===== src/rtl/count_seq_tracker_pkg.sv =====
// count_pkg: shared types and default widths for the count sequence tracker.
//   trk_state_e  - lock FSM state encoding
//   *_DEF        - default parameter values used by the interface and top
package count_pkg;

  typedef enum logic [1:0] {
    UNLOCKED = 2'd0,
    ACQUIRE  = 2'd1,
    LOCKED   = 2'd2
  } trk_state_e;

  localparam int CW_DEF       = 3;
  localparam int EW_DEF       = 8;
  localparam int LOCK_LEN_DEF = 4;
  localparam int ERR_W_DEF    = 8;

endpackage


===== src/rtl/count_seq_tracker_if.sv =====
// count_seq_tracker_if: bundle between the environment and the tracker.
//   master modport: environment side (drives count_in/count_vld/clr_stats,
//                   observes status and statistics)
//   slave modport : tracker side
interface count_seq_tracker_if #(
  parameter int CW    = count_pkg::CW_DEF,
  parameter int EW    = count_pkg::EW_DEF,
  parameter int ERR_W = count_pkg::ERR_W_DEF
) ();

  logic [CW-1:0]    count_in;
  logic             count_vld;
  logic             clr_stats;
  logic             locked;
  logic             wrap_pulse;
  logic             seq_err;
  logic [EW-1:0]    epoch;
  logic [EW+CW-1:0] ext_count;
  logic [ERR_W-1:0] err_cnt;

  modport master (
    output count_in, count_vld, clr_stats,
    input  locked, wrap_pulse, seq_err, epoch, ext_count, err_cnt
  );

  modport slave (
    input  count_in, count_vld, clr_stats,
    output locked, wrap_pulse, seq_err, epoch, ext_count, err_cnt
  );

endinterface


===== src/rtl/count_seq_tracker_sat_counter.sv =====
// sat_counter: W-bit event counter with synchronous clear.
//   clk   - clock, rising edge
//   rst   - asynchronous reset, active low
//   clr   - synchronous clear to 0 (wins over inc)
//   inc   - count one event
//   value - current count (registered)
// With SAT=1 the count sticks at all-ones; with SAT=0 it wraps modulo 2^W.
module sat_counter #(
  parameter int W   = 8,
  parameter bit SAT = 1'b1
) (
  input  logic         clk,
  input  logic         rst,
  input  logic         clr,
  input  logic         inc,
  output logic [W-1:0] value
);

  logic [W-1:0] value_reg;
  logic [W-1:0] value_next;
  logic         hold_max;

  assign hold_max = SAT && (&value_reg);

  always_comb begin
    value_next = value_reg;
    if (clr) begin
      value_next = '0;
    end else if (inc && !hold_max) begin
      value_next = value_reg + W'(1);
    end
  end

  always_ff @(posedge clk or negedge rst) begin
    if (!rst) begin
      value_reg <= '0;
    end else begin
      value_reg <= value_next;
    end
  end

  assign value = value_reg;

endmodule


===== src/rtl/count_seq_tracker.sv =====
// count_seq_tracker: checks that an upstream counter advances by exactly +1
// (mod 2^CW) every clock, counts wrap-arounds into an epoch, and runs a lock
// FSM that reports sequence errors once locked.
//   clk - clock, rising edge
//   rst - asynchronous reset, active low
//   bus - slave side of count_seq_tracker_if:
//         count_in/count_vld/clr_stats in;
//         locked, wrap_pulse, seq_err, epoch, ext_count, err_cnt out.
// All outputs are registered: a transition compared at edge t+1 (against the
// sample taken at edge t) is reported after edge t+1.
module count_seq_tracker
  import count_pkg::*;
#(
  parameter int CW       = CW_DEF,
  parameter int EW       = EW_DEF,
  parameter int LOCK_LEN = LOCK_LEN_DEF,
  parameter int ERR_W    = ERR_W_DEF
) (
  input logic                clk,
  input logic                rst,
  count_seq_tracker_if.slave bus
);

  // LOCK_LEN is limited to 1..15, so a 4-bit run length is enough.
  localparam int RL_W = 4;

  trk_state_e    state_reg, state_next;
  logic [RL_W-1:0] run_len_reg, run_len_next;
  logic [RL_W-1:0] run_len_inc;
  logic [CW-1:0] prev_cnt_reg;
  logic          prev_vld_reg;
  logic          locked_reg;
  logic          wrap_reg;
  logic          seq_err_reg;

  logic [CW-1:0] expected;
  logic          match;
  logic          wrap_hit;
  logic          err_hit;
  logic [EW-1:0]    epoch_val;
  logic [ERR_W-1:0] err_val;

  assign expected    = prev_cnt_reg + CW'(1);
  assign match       = prev_vld_reg & bus.count_vld & (bus.count_in == expected);
  // Only a matched max->0 step is a wrap; a jump to 0 from elsewhere is not.
  assign wrap_hit    = match & (&prev_cnt_reg);
  assign run_len_inc = run_len_reg + RL_W'(1);

  always_comb begin
    state_next   = state_reg;
    run_len_next = run_len_reg;
    err_hit      = 1'b0;
    case (state_reg)
      UNLOCKED: begin
        if (bus.count_vld) begin
          state_next   = ACQUIRE;
          run_len_next = '0;
        end
      end
      ACQUIRE: begin
        if (!bus.count_vld) begin
          state_next   = UNLOCKED;
          run_len_next = '0;
        end else if (!match) begin
          run_len_next = '0;
        end else begin
          run_len_next = run_len_inc;
          if (run_len_inc == RL_W'(LOCK_LEN)) begin
            state_next = LOCKED;
          end
        end
      end
      LOCKED: begin
        if (!bus.count_vld) begin
          state_next   = UNLOCKED;
          run_len_next = '0;
        end else if (!match) begin
          // A stalled or jumping count both land here.
          err_hit      = 1'b1;
          state_next   = ACQUIRE;
          run_len_next = '0;
        end
      end
      default: begin
        state_next   = UNLOCKED;
        run_len_next = '0;
      end
    endcase
  end

  always_ff @(posedge clk or negedge rst) begin
    if (!rst) begin
      state_reg    <= UNLOCKED;
      run_len_reg  <= '0;
      prev_cnt_reg <= '0;
      prev_vld_reg <= 1'b0;
      locked_reg   <= 1'b0;
      wrap_reg     <= 1'b0;
      seq_err_reg  <= 1'b0;
    end else begin
      state_reg    <= state_next;
      run_len_reg  <= run_len_next;
      prev_vld_reg <= bus.count_vld;
      if (bus.count_vld) begin
        prev_cnt_reg <= bus.count_in;
      end
      locked_reg   <= (state_next == LOCKED);
      wrap_reg     <= wrap_hit;
      seq_err_reg  <= err_hit;
    end
  end

  // clr_stats takes priority inside the counters; the pulses above still fire.
  sat_counter #(.W(EW), .SAT(1'b0)) u_epoch (
    .clk   (clk),
    .rst   (rst),
    .clr   (bus.clr_stats),
    .inc   (wrap_hit),
    .value (epoch_val)
  );

  sat_counter #(.W(ERR_W), .SAT(1'b1)) u_err_cnt (
    .clk   (clk),
    .rst   (rst),
    .clr   (bus.clr_stats),
    .inc   (err_hit),
    .value (err_val)
  );

  assign bus.locked     = locked_reg;
  assign bus.wrap_pulse = wrap_reg;
  assign bus.seq_err    = seq_err_reg;
  assign bus.epoch      = epoch_val;
  // Both halves are registers updated on the same edge, so they never tear.
  assign bus.ext_count  = {epoch_val, prev_cnt_reg};
  assign bus.err_cnt    = err_val;

endmodule


===== src/flat_wrapper.sv =====
// flat-port wrapper written by rule: the top's interface ports become plain ports
module count_seq_tracker_flat import count_pkg::*;
#(
  parameter int CW       = CW_DEF,
  parameter int EW       = EW_DEF,
  parameter int LOCK_LEN = LOCK_LEN_DEF,
  parameter int ERR_W    = ERR_W_DEF
)
  (clk, rst, bus_count_in, bus_count_vld, bus_clr_stats, bus_locked, bus_wrap_pulse, bus_seq_err, bus_epoch, bus_ext_count, bus_err_cnt);
  count_seq_tracker_if #(.CW(CW), .EW(EW), .ERR_W(ERR_W)) bus_i ();
  input logic clk;
  input logic rst;
  input wire logic [$bits(bus_i.count_in)-1:0] bus_count_in;
  input wire logic [$bits(bus_i.count_vld)-1:0] bus_count_vld;
  input wire logic [$bits(bus_i.clr_stats)-1:0] bus_clr_stats;
  output wire logic [$bits(bus_i.locked)-1:0] bus_locked;
  output wire logic [$bits(bus_i.wrap_pulse)-1:0] bus_wrap_pulse;
  output wire logic [$bits(bus_i.seq_err)-1:0] bus_seq_err;
  output wire logic [$bits(bus_i.epoch)-1:0] bus_epoch;
  output wire logic [$bits(bus_i.ext_count)-1:0] bus_ext_count;
  output wire logic [$bits(bus_i.err_cnt)-1:0] bus_err_cnt;
  assign bus_i.count_in = bus_count_in;
  assign bus_i.count_vld = bus_count_vld;
  assign bus_i.clr_stats = bus_clr_stats;
  assign bus_locked = bus_i.locked;
  assign bus_wrap_pulse = bus_i.wrap_pulse;
  assign bus_seq_err = bus_i.seq_err;
  assign bus_epoch = bus_i.epoch;
  assign bus_ext_count = bus_i.ext_count;
  assign bus_err_cnt = bus_i.err_cnt;
  count_seq_tracker #(.CW(CW), .EW(EW), .LOCK_LEN(LOCK_LEN), .ERR_W(ERR_W)) u_core (.clk(clk), .rst(rst), .bus(bus_i));
endmodule

===== config.mk =====
export PLATFORM = sky130hd
export DESIGN_NAME = count_seq_tracker_flat
export DESIGN_NICKNAME = d
export VERILOG_FILES = /design/src/rtl/count_seq_tracker_pkg.sv /design/src/rtl/count_seq_tracker_if.sv /design/src/rtl/count_seq_tracker_sat_counter.sv /design/src/rtl/count_seq_tracker.sv /design/src/flat_wrapper.sv
export SDC_FILE = /design/constraint.sdc
export NUM_CORES = 1
export LEC_CHECK = 0
export CORE_AREA = 3 3 65 67
export DETAILED_ROUTE_END_ITERATION = 8
export DIE_AREA = 0 0 68 70
export GPL_TIMING_DRIVEN = 0
export PLACE_DENSITY = 0.7
export SYNTH_ARGS = -nofsm -noshare
export SYNTH_HDL_FRONTEND = slang
export SYNTH_SLANG_ARGS = --single-unit

===== constraint.sdc =====
create_clock -name clk -period 4 [get_ports clk]
set_input_delay 0.8 -clock clk [delete_from_list [all_inputs] [get_ports clk]]
set_output_delay 0.8 -clock clk [all_outputs]
set_load 0.05 [all_outputs]

# [Word level (Yosys, flattened, before mapping)]
# Index checks and enable logic that the tools add are counted.
[totals] reg_bits=29 output_inout_bits=30
[op_classes] addsub=4 n_eq_ne=7 n_mux=20 bitwise_logic=3 n_reduce_logical=8
[op_table] operator="8-bit 2-to-1 mux" count=4
[op_table] operator="4-bit 2-to-1 mux" count=5
[op_table] operator="8-bit by 1-bit adder with 8-bit output (second input constant)" count=2
[op_table] operator="2-bit 2-to-1 mux" count=6
[op_table] operator="4-bit one-hot mux with 3 select lines" count=1
[op_table] operator="8-bit AND reduction" count=1
[op_table] operator="2-bit one-hot mux with 3 select lines" count=1
[op_table] operator="4-bit by 1-bit adder with 4-bit output (second input constant)" count=1
[op_table] operator="2-bit equality test (second input constant)" count=2
[op_table] operator="4-bit by 3-bit equality test with 1-bit output (second input constant)" count=1
[op_table] operator="2-bit nonzero test" count=2
[op_table] operator="3-bit by 1-bit adder with 3-bit output (second input constant)" count=1
[op_table] operator="1-bit bitwise AND" count=3
[op_table] operator="3-bit equality test" count=1
[op_table] operator="1-bit 2-to-1 mux" count=3
[op_table] operator="3-bit inequality test (second input constant)" count=1
[op_table] operator="3-bit AND reduction" count=1
[op_table] operator="2-bit by 1-bit equality test with 1-bit output (second input constant)" count=1
[op_table] operator="2-bit logical NOT" count=1
[op_table] operator="2-bit inequality test (second input constant)" count=1
[op_table] operator="2-bit AND reduction" count=1
[op_table] operator="1-bit logical AND" count=1
[op_table] operator="1-bit logical NOT" count=1

# [Longest topological paths before layout]
# Gate-level depths: netlist (run 1).
[depth] ltp_word=9 depth_mapped=8 ltp_nobuf=6

# [By module]
# Synthesis (run 1) repeated with hierarchy kept, for this count alone.
[hier_totals] cells_unflattened=152 area_unflattened_um2=1630.3
[by_module_without_submodules] mod="count_seq_tracker" n_inst=1 cells_per_inst=68 area_per_inst_um2=728.2 seq_area_each_um2=325.3
[by_module_without_submodules] mod="sat_counter (u_core.u_err_cnt)" n_inst=1 cells_per_inst=47 area_per_inst_um2=505.5 seq_area_each_um2=200.2
[by_module_without_submodules] mod="sat_counter (u_core.u_epoch)" n_inst=1 cells_per_inst=37 area_per_inst_um2=396.6 seq_area_each_um2=200.2

# [Worst setup path after synthesis (run 1)]
# OpenSTA, ideal clock, no wires.
[synth_timing] path_type="reg2reg" from="register u_core.prev_cnt_reg[0]" to="register u_core.u_epoch.value_reg[3], in the netlist u_core.u_epoch.value[3]" setup_ns=0.078 arrival_time_ns=2.534 t_required_ns=3.922 slack_ns=1.387 path_stages_with_launch=8 path_buffers=1 synth_period_minus_slack_ns=2.613 cell_sequence="dfrtp_1 ha_1 ha_1 xor2_1 or4_1 buf_2 or4_1 a21oi_1"
[synth_between] elab_chain_cells=5
[synth_rtl] item="from (decl)" line="count_seq_tracker.sv:30" source="logic [CW-1:0] prev_cnt_reg;"
[synth_rtl] item="from (signal assigned)" line="count_seq_tracker.sv:105" source="prev_cnt_reg <= bus.count_in;"
[synth_rtl] item="3-bit by 1-bit adder with 3-bit output" line="count_seq_tracker.sv:43" source="assign expected = prev_cnt_reg + CW'(1);"
[synth_rtl] item="3-bit equality test" line="count_seq_tracker.sv:44" source="assign match = prev_vld_reg & bus.count_vld & (bus.count_in == expected);"
[synth_rtl] item="1-bit bitwise AND" line="count_seq_tracker.sv:44"
[synth_rtl] item="1-bit bitwise AND (*)" line="count_seq_tracker.sv:46" source="assign wrap_hit = match & (&prev_cnt_reg);"
[synth_rtl] item="2-bit nonzero test (no source line) (*)"
[synth_rtl] item="to (signal assigned)" line="count_seq_tracker_sat_counter.sv:38" source="value_reg <= value_next;"
[synth_rtl] item="to (decl)" line="count_seq_tracker_sat_counter.sv:19" source="logic [W-1:0] value_reg;"
# Mark *: on every way between the ends. The rest lies on a longest branch, timed or not.
# A chain may end at the register's enable or synchronous reset.

# [Final worst setup path (run 1)]
[layout_timing] from="input port bus_count_in[2]" to="register u_core.state_reg[0]"
[layout_between] elab_chain_cells=5
[layout_rtl] item="from (decl)" line="flat_wrapper.sv:13" source="input wire logic [$bits(bus_i.count_in)-1:0] bus_count_in;"
[layout_rtl] item="3-bit equality test (*)" line="count_seq_tracker.sv:44"
[layout_rtl] item="1-bit bitwise AND (*)" line="count_seq_tracker.sv:44"
[layout_rtl] item="2-bit 2-to-1 mux (on tied branches)" line="count_seq_tracker.sv:77, count_seq_tracker.sv:64"
[layout_rtl] item="2-bit 2-to-1 mux (on tied branches)" line="count_seq_tracker.sv:74, count_seq_tracker.sv:61"
[layout_rtl] item="2-bit one-hot mux with 3 select lines (*)" line="count_seq_tracker.sv:53" source="case (state_reg)"
[layout_rtl] item="net u_core.state_next[0]" line="count_seq_tracker.sv:27" source="trk_state_e state_reg, state_next;"
[layout_rtl] item="to (signal assigned)" line="count_seq_tracker.sv:101" source="state_reg <= state_next;"
[layout_rtl] item="to (decl)" line="count_seq_tracker.sv:27"
# The timed path passes the listed nets; every way through them passes the cells marked *.

==> results of run 1 <==
layout make-up:
| type | instances | share of cell area, % |
|---|---|---|
| tap | 48 | 2.79 |
| clock inverter | 2 | 1.63 |
| buffer | 15 | 4.19 |
| timing repair buffer | 36 | 16.5 |
| clock buffer | 5 | 3.20 |
| inverter | 4 | 0.698 |
| sequential | 29 | 33.7 |
| multi-input combinational | 118 | 37.2 |
through the flow:
stage,power (W),instances
detailed placement,0.000374,250
CTS,0.000662,257
finish,0.000654,257
global placement,0.000372,250
floorplan,0.000346,166
global route,0.000686,257
power by group:
group          internal (W)  leakage, nW  switching, W  total [W]
clock              0.000181       0.0540      0.000106   0.000287
combinational     0.0000235        0.449     0.0000426  0.0000661
sequential         0.000298        0.394    0.00000385   0.000302
kinds of logic after synthesis:
logic type / count (synthesis) / synth area share, %
buffers and inverters: 19 / 6.44
AOI/OAI and AO/OA: 30 / 12.2
DFF: 29 / 44.5
adders and majority gates: 6 / 4.60
xor gates and xnor gates: 5 / 2.68
and+or+nand+nor: 66 / 22.1
muxes: 11 / 7.52
cells in the mapped netlist (all sizes together):
master / count / area, um2
nand2: 7 / 26.3
buf: 11 / 75.1
dfrtp: 29 / 726
xor2: 3 / 26.3
xnor2: 2 / 17.5
nor2b: 9 / 56.3
a311oi: 2 / 17.5
nand4: 2 / 12.5
ha: 6 / 75.1
mux2: 10 / 113
a21oi: 7 / 35.0
nor4: 2 / 12.5
o2111ai: 1 / 8.76
o32ai: 1 / 8.76
o22ai: 1 / 6.26
nand4b: 1 / 8.76
and3b: 1 / 8.76
nand2b: 3 / 18.8
and3: 2 / 12.5
nand3: 11 / 55.1
inv: 4 / 15.0
o31ai: 3 / 22.5
or3: 2 / 12.5
nor3b: 1 / 7.51
a32oi: 2 / 17.5
clkbuf: 4 / 15.0
nor4b: 2 / 17.5
a21boi: 2 / 15.0
nor2: 14 / 52.6
o21ai: 8 / 40.0
or4: 4 / 30.0
a31o: 1 / 8.76
mux2i: 1 / 10.0
a41oi: 1 / 8.76
and4: 1 / 8.76
nor3: 4 / 20.0
o211a: 1 / 10.0
per-layer routing:
| metal | vias to the layer above | track usage (%) | part of all wire (%) |
|---|---|---|---|
| met2 | 51 | 27.5 | 48 |
| li1 | 686 | - | - |
| met5 | - | 0 | 0 |
| met4 | 0 | 5.08 | 1.2 |
| met1 | 677 | 22.3 | 44 |
| met3 | 6 | 5.79 | 6.4 |
final timing paths:
path                                         from                      end  slack (ns)  depth (start not counted)
max                               bus_count_in[2]      u_core.state_reg[0]        1.37                          7
min                                           rst    u_core.run_len_reg[1]        0.54                          1
max reg2reg                u_core.prev_cnt_reg[0]      u_core.state_reg[0]        1.40                          8
min reg2reg                u_core.prev_cnt_reg[2]   u_core.prev_cnt_reg[2]        0.57                          1
max in group asynchronous                     rst  u_core.u_epoch.value[1]        3.05                          1
min in group clk           u_core.prev_cnt_reg[2]   u_core.prev_cnt_reg[2]        0.57                          1
==> flow_metrics.env, run 1 <==
export IMPL_maxCapViolCount=0
export IMPL_filler_cell_count=337
export IMPL_worst_path_max_delay_cell="sky130_fd_sc_hd__nor4_1"
export IMPL_grt_pass1_wl_um=6310
export IMPL_die_h_um=70
export IMPL_diodes=0
export IMPL_layout_core_utilization_pct=58.3
export IMPL_floorplan_die_width_um=68
export IMPL_achievable_frequency_ghz=0.380
export IMPL_post_synth_cell_area_avg_um2=9.83
export IMPL_timing_critical_path_mode_cell="sky130_fd_sc_hd__buf_2"
export IMPL_sequential_fraction_of_the_synthesis_area_pct=44.5
export IMPL_vias=1420
export IMPL_clock_pin_slew_reported_for_the_worst_setup_and_hold_paths_after_clock_tree_synthesis_ns=0.06
export IMPL_outcome="finished, final reports clean"
export IMPL_post_cts_resize_count=0
export IMPL_clockRootBuffer="sky130_fd_sc_hd__clkbuf_8"
export IMPL_synth_yosys_warnings=0
export IMPL_first_global_vias=1389
export IMPL_grt_overflow_total=0
export IMPL_io_pin_count=37
export IMPL_crit_fanout=10
export IMPL_worst_ep_required_time_ns=4.17
export IMPL_gpl_final_weighted_congestion=0.846
export IMPL_post_cts_buffers=0
export IMPL_number_of_antenna_violations_at_the_first_check_in_global_routing=0
export IMPL_worst_path_largest_cell_delay_ns=0.55
export IMPL_power_ir_vdd_worst_mv=0.187
export IMPL_grt_max_degree=30
export IMPL_critical_path_top_delay_family="buffers and inverters"
export IMPL_die_area_um2=4760
export IMPL_postSynthRegisterBits=29
export IMPL_layout_nets=222
export IMPL_start_util_pct=44.2
export IMPL_num_clock_sinks=29
export IMPL_routed_via_density=5.53
export IMPL_crit_arrival_ns=2.80
export IMPL_criticalPathCategory="in -> reg"
export IMPL_worst_slew_pin_transition_ns=0.628
export IMPL_cts_tree="yes"
export IMPL_clkLatencyLatePin_ns=0.28
export IMPL_cts_buffer_count=5
export IMPL_area_sequential_um2=726
export IMPL_synth_net_count=179
export IMPL_final_period_utilization_pct=65.7
export IMPL_cts_htree_levels=2
export IMPL_dp_slack_ns=1.09
export IMPL_setup_total_negative_slack_ns=0
export IMPL_initialDrtViolationCount=114
export IMPL_power_density_nw_per_um2=304
export IMPL_p_leak_nw=0.897
export IMPL_skew_ns=0.00578
export IMPL_numPortBuffers=36
export IMPL_layout_commonest_cell="sky130_fd_sc_hd__clkdlybuf4s50_1"
export IMPL_cts_hold_buffers_added=0
export IMPL_drt_drc_violations_left=0
export IMPL_multi_input_logic_area_um2=801
export IMPL_synth_cell_types=38
export IMPL_postRouteAntennaNets=0
export IMPL_fp_row_count=22
export IMPL_rsz0062_at_grt="no"
export IMPL_hold_worst_slack_ns=0.537
export IMPL_drt_first_pass_iters=4
export IMPL_timing_hold_violations_final=0
export IMPL_areaGrowthSynthToFinish_pct=31.8
export IMPL_end_kind="register"
export IMPL_holdCritPathClass="in -> async"
export IMPL_layout_common_cells="sky130_fd_sc_hd__clkdlybuf4s50_1, sky130_fd_sc_hd__dfrtp_1, sky130_fd_sc_hd__nor2_1"
export IMPL_dp_hpwl_um=2730
export IMPL_placement_cell_area_um2=2050
export IMPL_groute_usage_overall_pct=17.4
export IMPL_cts_root_to_sink_buffers=2
export IMPL_finalMaxSlewViolations=0
export IMPL_finalCriticalPeriod_ns=2.63
export IMPL_setup_violations=0
export IMPL_postRouteWirelength_um=3700
export IMPL_timing_max_slew_rel_slack_pct=58.1
export IMPL_core_area_um2=3690
export IMPL_cp_cell_sequence="clkdlybuf4s50_1, xor2_1, nor4_1, buf_2, buf_2, nand2_1, o211a_1"
export IMPL_cp_num_buf_inv=3
export IMPL_synthesized_netlist_cell_count=166
export IMPL_wl_per_cell_um=14.4
export IMPL_fin_ws_ns=1.37
export IMPL_final_design_area_no_fill_um2=2150
export IMPL_final_layout_size_suffix_gt1_share_pct=14.4
export IMPL_critical_path_startpoint_type="primary input"
export IMPL_synth_cell_area_um2=1630
(Power assumes the default switching activity.)
==> run 2: changes to the inputs <==
--- a/config.mk
+++ b/config.mk
@@ -9,7 +9,7 @@
 export DETAILED_ROUTE_END_ITERATION = 8
 export DIE_AREA = 0 0 68 70
 export GPL_TIMING_DRIVEN = 0
-export PLACE_DENSITY = 0.7
+export PLACE_DENSITY = 0.73
 export SYNTH_ARGS = -nofsm -noshare
 export SYNTH_HDL_FRONTEND = slang
 export SYNTH_SLANG_ARGS = --single-unit
==> constraint.sdc (replaced) <==
create_clock -name clk -period 2.1 [get_ports clk]
set_input_delay 0.42 -clock clk [delete_from_list [all_inputs] [get_ports clk]]
set_output_delay 0.42 -clock clk [all_outputs]
set_load 0.05 [all_outputs]
==> run 2 against run 1 <==
  * The flow now finishes with violations (setup timing)
  * Setup slack worse by 1.5 ns
  * Power up 120%
  * Final area up 12%
  * Register-to-register slack worse by 1.5 ns
  * Worst hold slack worse by 0.37 ns
  * First-iteration DRC count up 6.1%
  * Clock skew up 0.0031 ns
  * Final cell count up 3.5%
==> flow_metrics.env, run 2 (synthesized netlist as in run 1, its figures left out) <==
export IMPL_outcome="finished with violations"
export IMPL_fin_ws_ns=-0.107
export IMPL_finalMaxSlewViolations=0
export IMPL_die_h_um=70
export IMPL_maxCapViolCount=0
export IMPL_cp_cell_sequence="ha_4, ha_4, xor2_2, or4_4, buf_6, or4_1, a21oi_2"
export IMPL_hold_worst_slack_ns=0.163
export IMPL_numPortBuffers=36
export IMPL_clockRootBuffer="sky130_fd_sc_hd__clkbuf_8"
export IMPL_rsz0062_at_grt="yes"
export IMPL_dp_hpwl_um=2730
export IMPL_cts_tree="yes"
export IMPL_total_switching_power_w=0.000342
export IMPL_wl_per_cell_um=15.7
export IMPL_worst_path_largest_cell_delay_ns=0.44
export IMPL_final_period_utilization_pct=105
export IMPL_die_area_um2=4760
export IMPL_critical_path_startpoint_type="register"
export IMPL_finalCriticalPeriod_ns=2.21
export IMPL_p_leak_nw=1.11
export IMPL_clock_pin_slew_reported_for_the_worst_setup_and_hold_paths_after_clock_tree_synthesis_ns=0.07
export IMPL_cts_hold_buffers_added=0
export IMPL_groute_usage_overall_pct=18.5
export IMPL_layout_common_cells="sky130_fd_sc_hd__clkdlybuf4s50_1, sky130_fd_sc_hd__dfrtp_1, sky130_fd_sc_hd__nor2_1, sky130_fd_sc_hd__buf_4, sky130_fd_sc_hd__nand3_1"
export IMPL_timing_hold_violations_final=0
export IMPL_layout_core_utilization_pct=65.1
export IMPL_power_ir_vdd_worst_mv=0.410
export IMPL_first_global_vias=1431
export IMPL_floorplan_die_width_um=68
export IMPL_initialDrtViolationCount=121
export IMPL_worst_path_max_delay_cell="sky130_fd_sc_hd__or4_4"
export IMPL_criticalPathCategory="reg -> reg"
export IMPL_failing_checks="setup timing"
export IMPL_grt_overflow_total=0
export IMPL_clkLatencyLatePin_ns=0.28
export IMPL_postRouteAntennaNets=0
export IMPL_setup_violations=6
export IMPL_postRouteWirelength_um=4190
export IMPL_critical_path_top_delay_family="simple AND/OR/NAND/NOR gates"
export IMPL_number_of_antenna_violations_at_the_first_check_in_global_routing=0
export IMPL_layout_nets=230
export IMPL_holdCritPathClass="in -> async"
export IMPL_power_clock_fraction_pct=48.1
export IMPL_cts_htree_levels=2
export IMPL_timing_critical_path_mode_cell="sky130_fd_sc_hd__ha_4"
export IMPL_worst_ep_required_time_ns=2.31
export IMPL_skew_ns=0.00888
export IMPL_filler_cell_count=306
export IMPL_start_util_pct=44.2
export IMPL_final_layout_size_suffix_gt1_share_pct=25.7
export IMPL_power_share_switching_pct=23.5
export IMPL_achievable_frequency_ghz=0.453
export IMPL_fp_row_count=22
export IMPL_pwr_share_comb_pct=12.2
export IMPL_worst_slew_pin_transition_ns=0.665
export IMPL_grt_pass1_wl_um=6750
export IMPL_p_seq_share_pct=39.7
export IMPL_p_int_w=0.00111
export IMPL_crit_fanout=5
export IMPL_diodes=0
export IMPL_cts_buffer_count=5
export IMPL_areaGrowthSynthToFinish_pct=47.1
export IMPL_drt_first_pass_iters=4
export IMPL_power_density_nw_per_um2=605
export IMPL_cts_root_to_sink_buffers=2
export IMPL_setup_total_negative_slack_ns=-0.240
export IMPL_drt_drc_violations_left=0
export IMPL_layout_commonest_cell="sky130_fd_sc_hd__clkdlybuf4s50_1"
export IMPL_grt_max_degree=30
export IMPL_timing_max_slew_rel_slack_pct=55.7
export IMPL_routed_via_density=5.58
export IMPL_gpl_final_weighted_congestion=0.859
export IMPL_cp_num_buf_inv=1
export IMPL_report_power_total_w=0.00145
export IMPL_num_clock_sinks=29
export IMPL_crit_arrival_ns=2.42
export IMPL_end_kind="register"
export IMPL_core_area_um2=3690
export IMPL_vias=1483
export IMPL_io_pin_count=37
run 2: cell count changes in the layout (fill, tap and decap cells not counted), moves of 2 or more:
cell                              before  now
sky130_fd_sc_hd__mux2_2               10    7
sky130_fd_sc_hd__nor3_4                0    4
sky130_fd_sc_hd__dfrtp_2               0    3
sky130_fd_sc_hd__ha_4                  0    2
sky130_fd_sc_hd__buf_6                 0    3
sky130_fd_sc_hd__clkdlybuf4s50_1      35   28
sky130_fd_sc_hd__nor4_1                2    0
sky130_fd_sc_hd__ha_1                  6    4
sky130_fd_sc_hd__mux2_4                0    3
sky130_fd_sc_hd__dlymetal6s2s_1        0    6
sky130_fd_sc_hd__nor3_1                4    0
sky130_fd_sc_hd__buf_4                 8   14
sky130_fd_sc_hd__dfrtp_1              29   26
run 2: cell type report:
class,count,area (um2),share of cell area (%)
clock buffers,5,68.8,2.87
multi-input cells,118,927,38.6
plain buffers,15,110,4.59
flip-flops and latches,29,729,30.4
clock inverters,3,65.1,2.71
well taps,48,60.1,2.50
repair buffers,44,424,17.7
inverters,4,15.0,0.626
run 2: per-layer routing:
layer	track usage, %	vias to the layer above	part of all wire, %
met5	0	-	0
met4	5.96	0	1.1
met3	5.14	4	6.2
met2	29.1	57	49
met1	24.3	724	44
li1	-	698	-
run 2: path summary, 6_finish.rpt:
kind                                           endpoint  depth (start not counted)                    from  slack [ns]
max in group asynchronous        u_core.prev_cnt_reg[2]                          1                     rst        1.46
min in group clk                 u_core.prev_cnt_reg[2]                          1  u_core.prev_cnt_reg[2]        0.58
worst min-delay path                  u_core.bus.locked                          1                     rst        0.16
worst max register to register  u_core.u_epoch.value[3]                          7  u_core.prev_cnt_reg[1]       -0.11
worst max-delay path            u_core.u_epoch.value[3]                          7  u_core.prev_cnt_reg[1]       -0.11
worst min register to register   u_core.prev_cnt_reg[2]                          1  u_core.prev_cnt_reg[2]        0.58
run 2: timing repair:
| action | in CTS | in global routing |
|---|---|---|
| cloned | 1 | 1 |
| setup endpoints to repair | 14 | 23 |
| buffers inserted | 2 | 4 |
| gates resized for setup | 3 | 16 |
| endpoints found under the hold margin | 0 | 0 |
run 2: power by group through the flow:
stage,registers [W],clock network (W),logic [W]
after floorplan,0.000609,0,0.0000721
after global placement,0.000588,0,0.000144
after detailed placement,0.000589,0,0.000150
after CTS,0.000576,0.000706,0.000167
after global routing,0.000578,0.000734,0.000192
final,0.000577,0.000698,0.000177
run 2: per-stage QoR:
| step | instances | worst slack (ns) | area, um2 |
|---|---|---|---|
| 2_1_floorplan | 166 | -0.127 | 1740 |
| 3_3_place_gp | 250 | -0.275 | 2160 |
| 3_5_place_dp | 250 | -0.301 | 2160 |
| 4_1_cts | 261 | -0.0677 | 2320 |
| 5_1_grt | 266 | -0.191 | 2400 |
| 6_report | 266 | -0.107 | 2400 |
==> run 3: changes to the inputs <==
--- a/config.mk
+++ b/config.mk
@@ -8,8 +8,10 @@
 export CORE_AREA = 3 3 65 67
 export DETAILED_ROUTE_END_ITERATION = 8
 export DIE_AREA = 0 0 68 70
+export GPL_ROUTABILITY_DRIVEN = 0
 export GPL_TIMING_DRIVEN = 0
 export PLACE_DENSITY = 0.73
+export SETUP_SLACK_MARGIN = 0.2
 export SYNTH_ARGS = -nofsm -noshare
 export SYNTH_HDL_FRONTEND = slang
 export SYNTH_SLANG_ARGS = --single-unit
==> run 3 against run 2 <==
  * The flow still finishes with violations (setup timing)
  * Critical endpoint unchanged
  * Clock skew down 0.0031 ns
  * Global-route usage down 0.34 points
  * Largest power group is now sequential cells
  * Utilization down 0.31 points
  * Sequential share of layout area up 0.14 points
  * Highest routed layer unchanged
  * Die area unchanged
  * Final cell count up 1.1%
==> flow_metrics.env, run 3 (synthesized netlist as in run 1, its figures left out) <==
export IMPL_outcome="finished with violations"
export IMPL_failing_checks="setup timing"
export IMPL_cts_htree_levels=2
export IMPL_clock_pin_slew_reported_for_the_worst_setup_and_hold_paths_after_clock_tree_synthesis_ns=0.07
export IMPL_maxCapViolCount=0
export IMPL_fp_row_count=22
export IMPL_grt_max_degree=30
export IMPL_dpl_cell_count=250
export IMPL_cts_tree="yes"
export IMPL_power_ir_vdd_worst_mv=0.366
export IMPL_cts_buffer_count=5
export IMPL_clockRootBuffer="sky130_fd_sc_hd__clkbuf_8"
export IMPL_worst_ep_required_time_ns=2.30
export IMPL_first_global_vias=1458
export IMPL_diodes=0
export IMPL_multi_input_logic_area_um2=983
export IMPL_end_kind="register"
export IMPL_numPortBuffers=36
export IMPL_postRouteWirelength_um=4100
export IMPL_groute_usage_overall_pct=18.2
export IMPL_drt_drc_violations_left=0
export IMPL_core_area_um2=3690
export IMPL_layout_core_utilization_pct=64.8
export IMPL_drt_first_pass_iters=4
export IMPL_power_density_nw_per_um2=504
export IMPL_layout_commonest_cell="sky130_fd_sc_hd__dlygate4sd2_1"
export IMPL_die_area_um2=4760
export IMPL_dp_hpwl_um=2780
export IMPL_fin_ws_ns=-0.0749
export IMPL_final_period_utilization_pct=104
export IMPL_io_pin_count=37
export IMPL_crit_reg2reg_capture="u_core.u_epoch.value[3]"
export IMPL_timing_max_slew_rel_slack_pct=57.4
export IMPL_holdCritPathClass="in -> async"
export IMPL_clkLatencyLatePin_ns=0.28
export IMPL_critical_path_startpoint_type="register"
export IMPL_timing_reg2reg_worst_path_depth=7
export IMPL_start_util_pct=44.2
export IMPL_postRouteAntennaNets=0
export IMPL_filler_cell_count=305
export IMPL_worst_r2r_startpoint="u_core.prev_cnt_reg[1]"
export IMPL_grt_overflow_total=0
export IMPL_p_leak_nw=1.13
export IMPL_wl_per_cell_um=15.2
export IMPL_skew_ns=0.00573
export IMPL_layout_nets=233
export IMPL_num_clock_sinks=29
export IMPL_areaGrowthSynthToFinish_pct=46.4
export IMPL_layout_common_cells="sky130_fd_sc_hd__dlygate4sd2_1, sky130_fd_sc_hd__dfrtp_1, sky130_fd_sc_hd__buf_4"
export IMPL_final_design_area_no_fill_um2=2390
export IMPL_report_power_total_w=0.00120
export IMPL_criticalPathCategory="reg -> reg"
export IMPL_area_sequential_um2=729
export IMPL_finalCriticalPeriod_ns=2.17
export IMPL_initialDrtViolationCount=78
export IMPL_final_layout_size_suffix_gt1_share_pct=28.5
export IMPL_worst_slew_pin_transition_ns=0.639
export IMPL_cts_root_to_sink_buffers=2
export IMPL_die_h_um=70
export IMPL_crit_arrival_ns=2.37
export IMPL_endpoint="u_core.u_epoch.value[3]"
export IMPL_setup_violations=9
export IMPL_routed_via_density=5.58
export IMPL_crit_path_start="u_core.prev_cnt_reg[1]"
export IMPL_number_of_antenna_violations_at_the_first_check_in_global_routing=0
export IMPL_finalMaxSlewViolations=0
export IMPL_timing_hold_violations_final=0
export IMPL_achievable_frequency_ghz=0.460
export IMPL_grt_pass1_wl_um=6630
export IMPL_vias=1500
export IMPL_crit_fanout=5
export IMPL_dp_slack_ns=-0.371
export IMPL_placement_cell_area_um2=2170
export IMPL_floorplan_die_width_um=68
export IMPL_register_to_register_setup_slack_ns=-0.07
export IMPL_finalNonFillerCells=269
export IMPL_rsz0062_at_grt="yes"
## run 3: changes by cell type in the layout (fill, tap and decap cells not counted), sizes merged
cell / change
dlymetal6s2s: -6
clkinv: +1
clkbuf: +1
buf: +3
clkdlybuf4s50: -20
dlygate4sd2: +26
bufinv: -2
## run 3: metal layers
| metal | wire, um | global-route usage [%] |
|---|---|---|
| met5 | 0 | 0 |
| met4 | 104 | 7.51 |
| met3 | 266 | 4.82 |
| met2 | 2190 | 30.9 |
| met1 | 1540 | 21.0 |
## run 3: final cells by class
class                      instances  share of cell area [%]
sequential                        29                    30.5
clock inverter                     2                   0.419
multi-input combinational        118                    41.2
inverter                           4                   0.629
buffer                            15                    4.71
timing repair buffer              47                    17.0
clock buffer                       6                    3.04
tap                               48                    2.51
## run 3: what timing repair did
item | CTS | global route
hold buffers | 0 | 0
endpoints found under the setup margin | 50 | 25
endpoints found under the hold margin | 0 | 0
buffers inserted | 5 | 3
pin swaps | 7 | 1
resized for setup | 43 | 5
gates cloned | 3 | 0
## run 3: through the flow
step           TNS (ns)  hold WS (ns)
2_1_floorplan    -0.412         0.124
3_3_place_gp      -3.65         0.555
3_5_place_dp      -5.09         0.565
4_1_cts          -0.125         0.577
5_1_grt           -1.73         0.215
6_report         -0.243         0.163
## run 3: report_power, final
part	internal, W	total [W]	switching, W	leakage (nW)
sequential	0.000568	0.000576	0.00000784	0.391
combinational	0.0000804	0.000192	0.000112	0.693
clock	0.000229	0.000434	0.000205	0.0450
## run 3: worst min path at each step
stage | start | endpoint | slack (ns)
after global routing | rst | u_core.bus.locked | 0.22
after floorplan | rst | u_core.bus.locked | 0.12
after global placement | u_core.prev_cnt_reg[1] | u_core.prev_cnt_reg[1] | 0.55
after detailed placement | u_core.prev_cnt_reg[2] | u_core.prev_cnt_reg[2] | 0.56
after CTS | u_core.prev_cnt_reg[2] | u_core.prev_cnt_reg[2] | 0.58
final | rst | u_core.u_epoch.value[1] | 0.16
## run 3: worst max-delay path: stages, from the launching register on
cell and delay, ns:
sky130_fd_sc_hd__dfrtp_2 0.42, sky130_fd_sc_hd__ha_4 0.17, sky130_fd_sc_hd__ha_4 0.22, sky130_fd_sc_hd__xor2_4 0.15
sky130_fd_sc_hd__or4_4 0.44, sky130_fd_sc_hd__buf_6 0.16, sky130_fd_sc_hd__or4_4 0.41, sky130_fd_sc_hd__a21oi_1 0.13
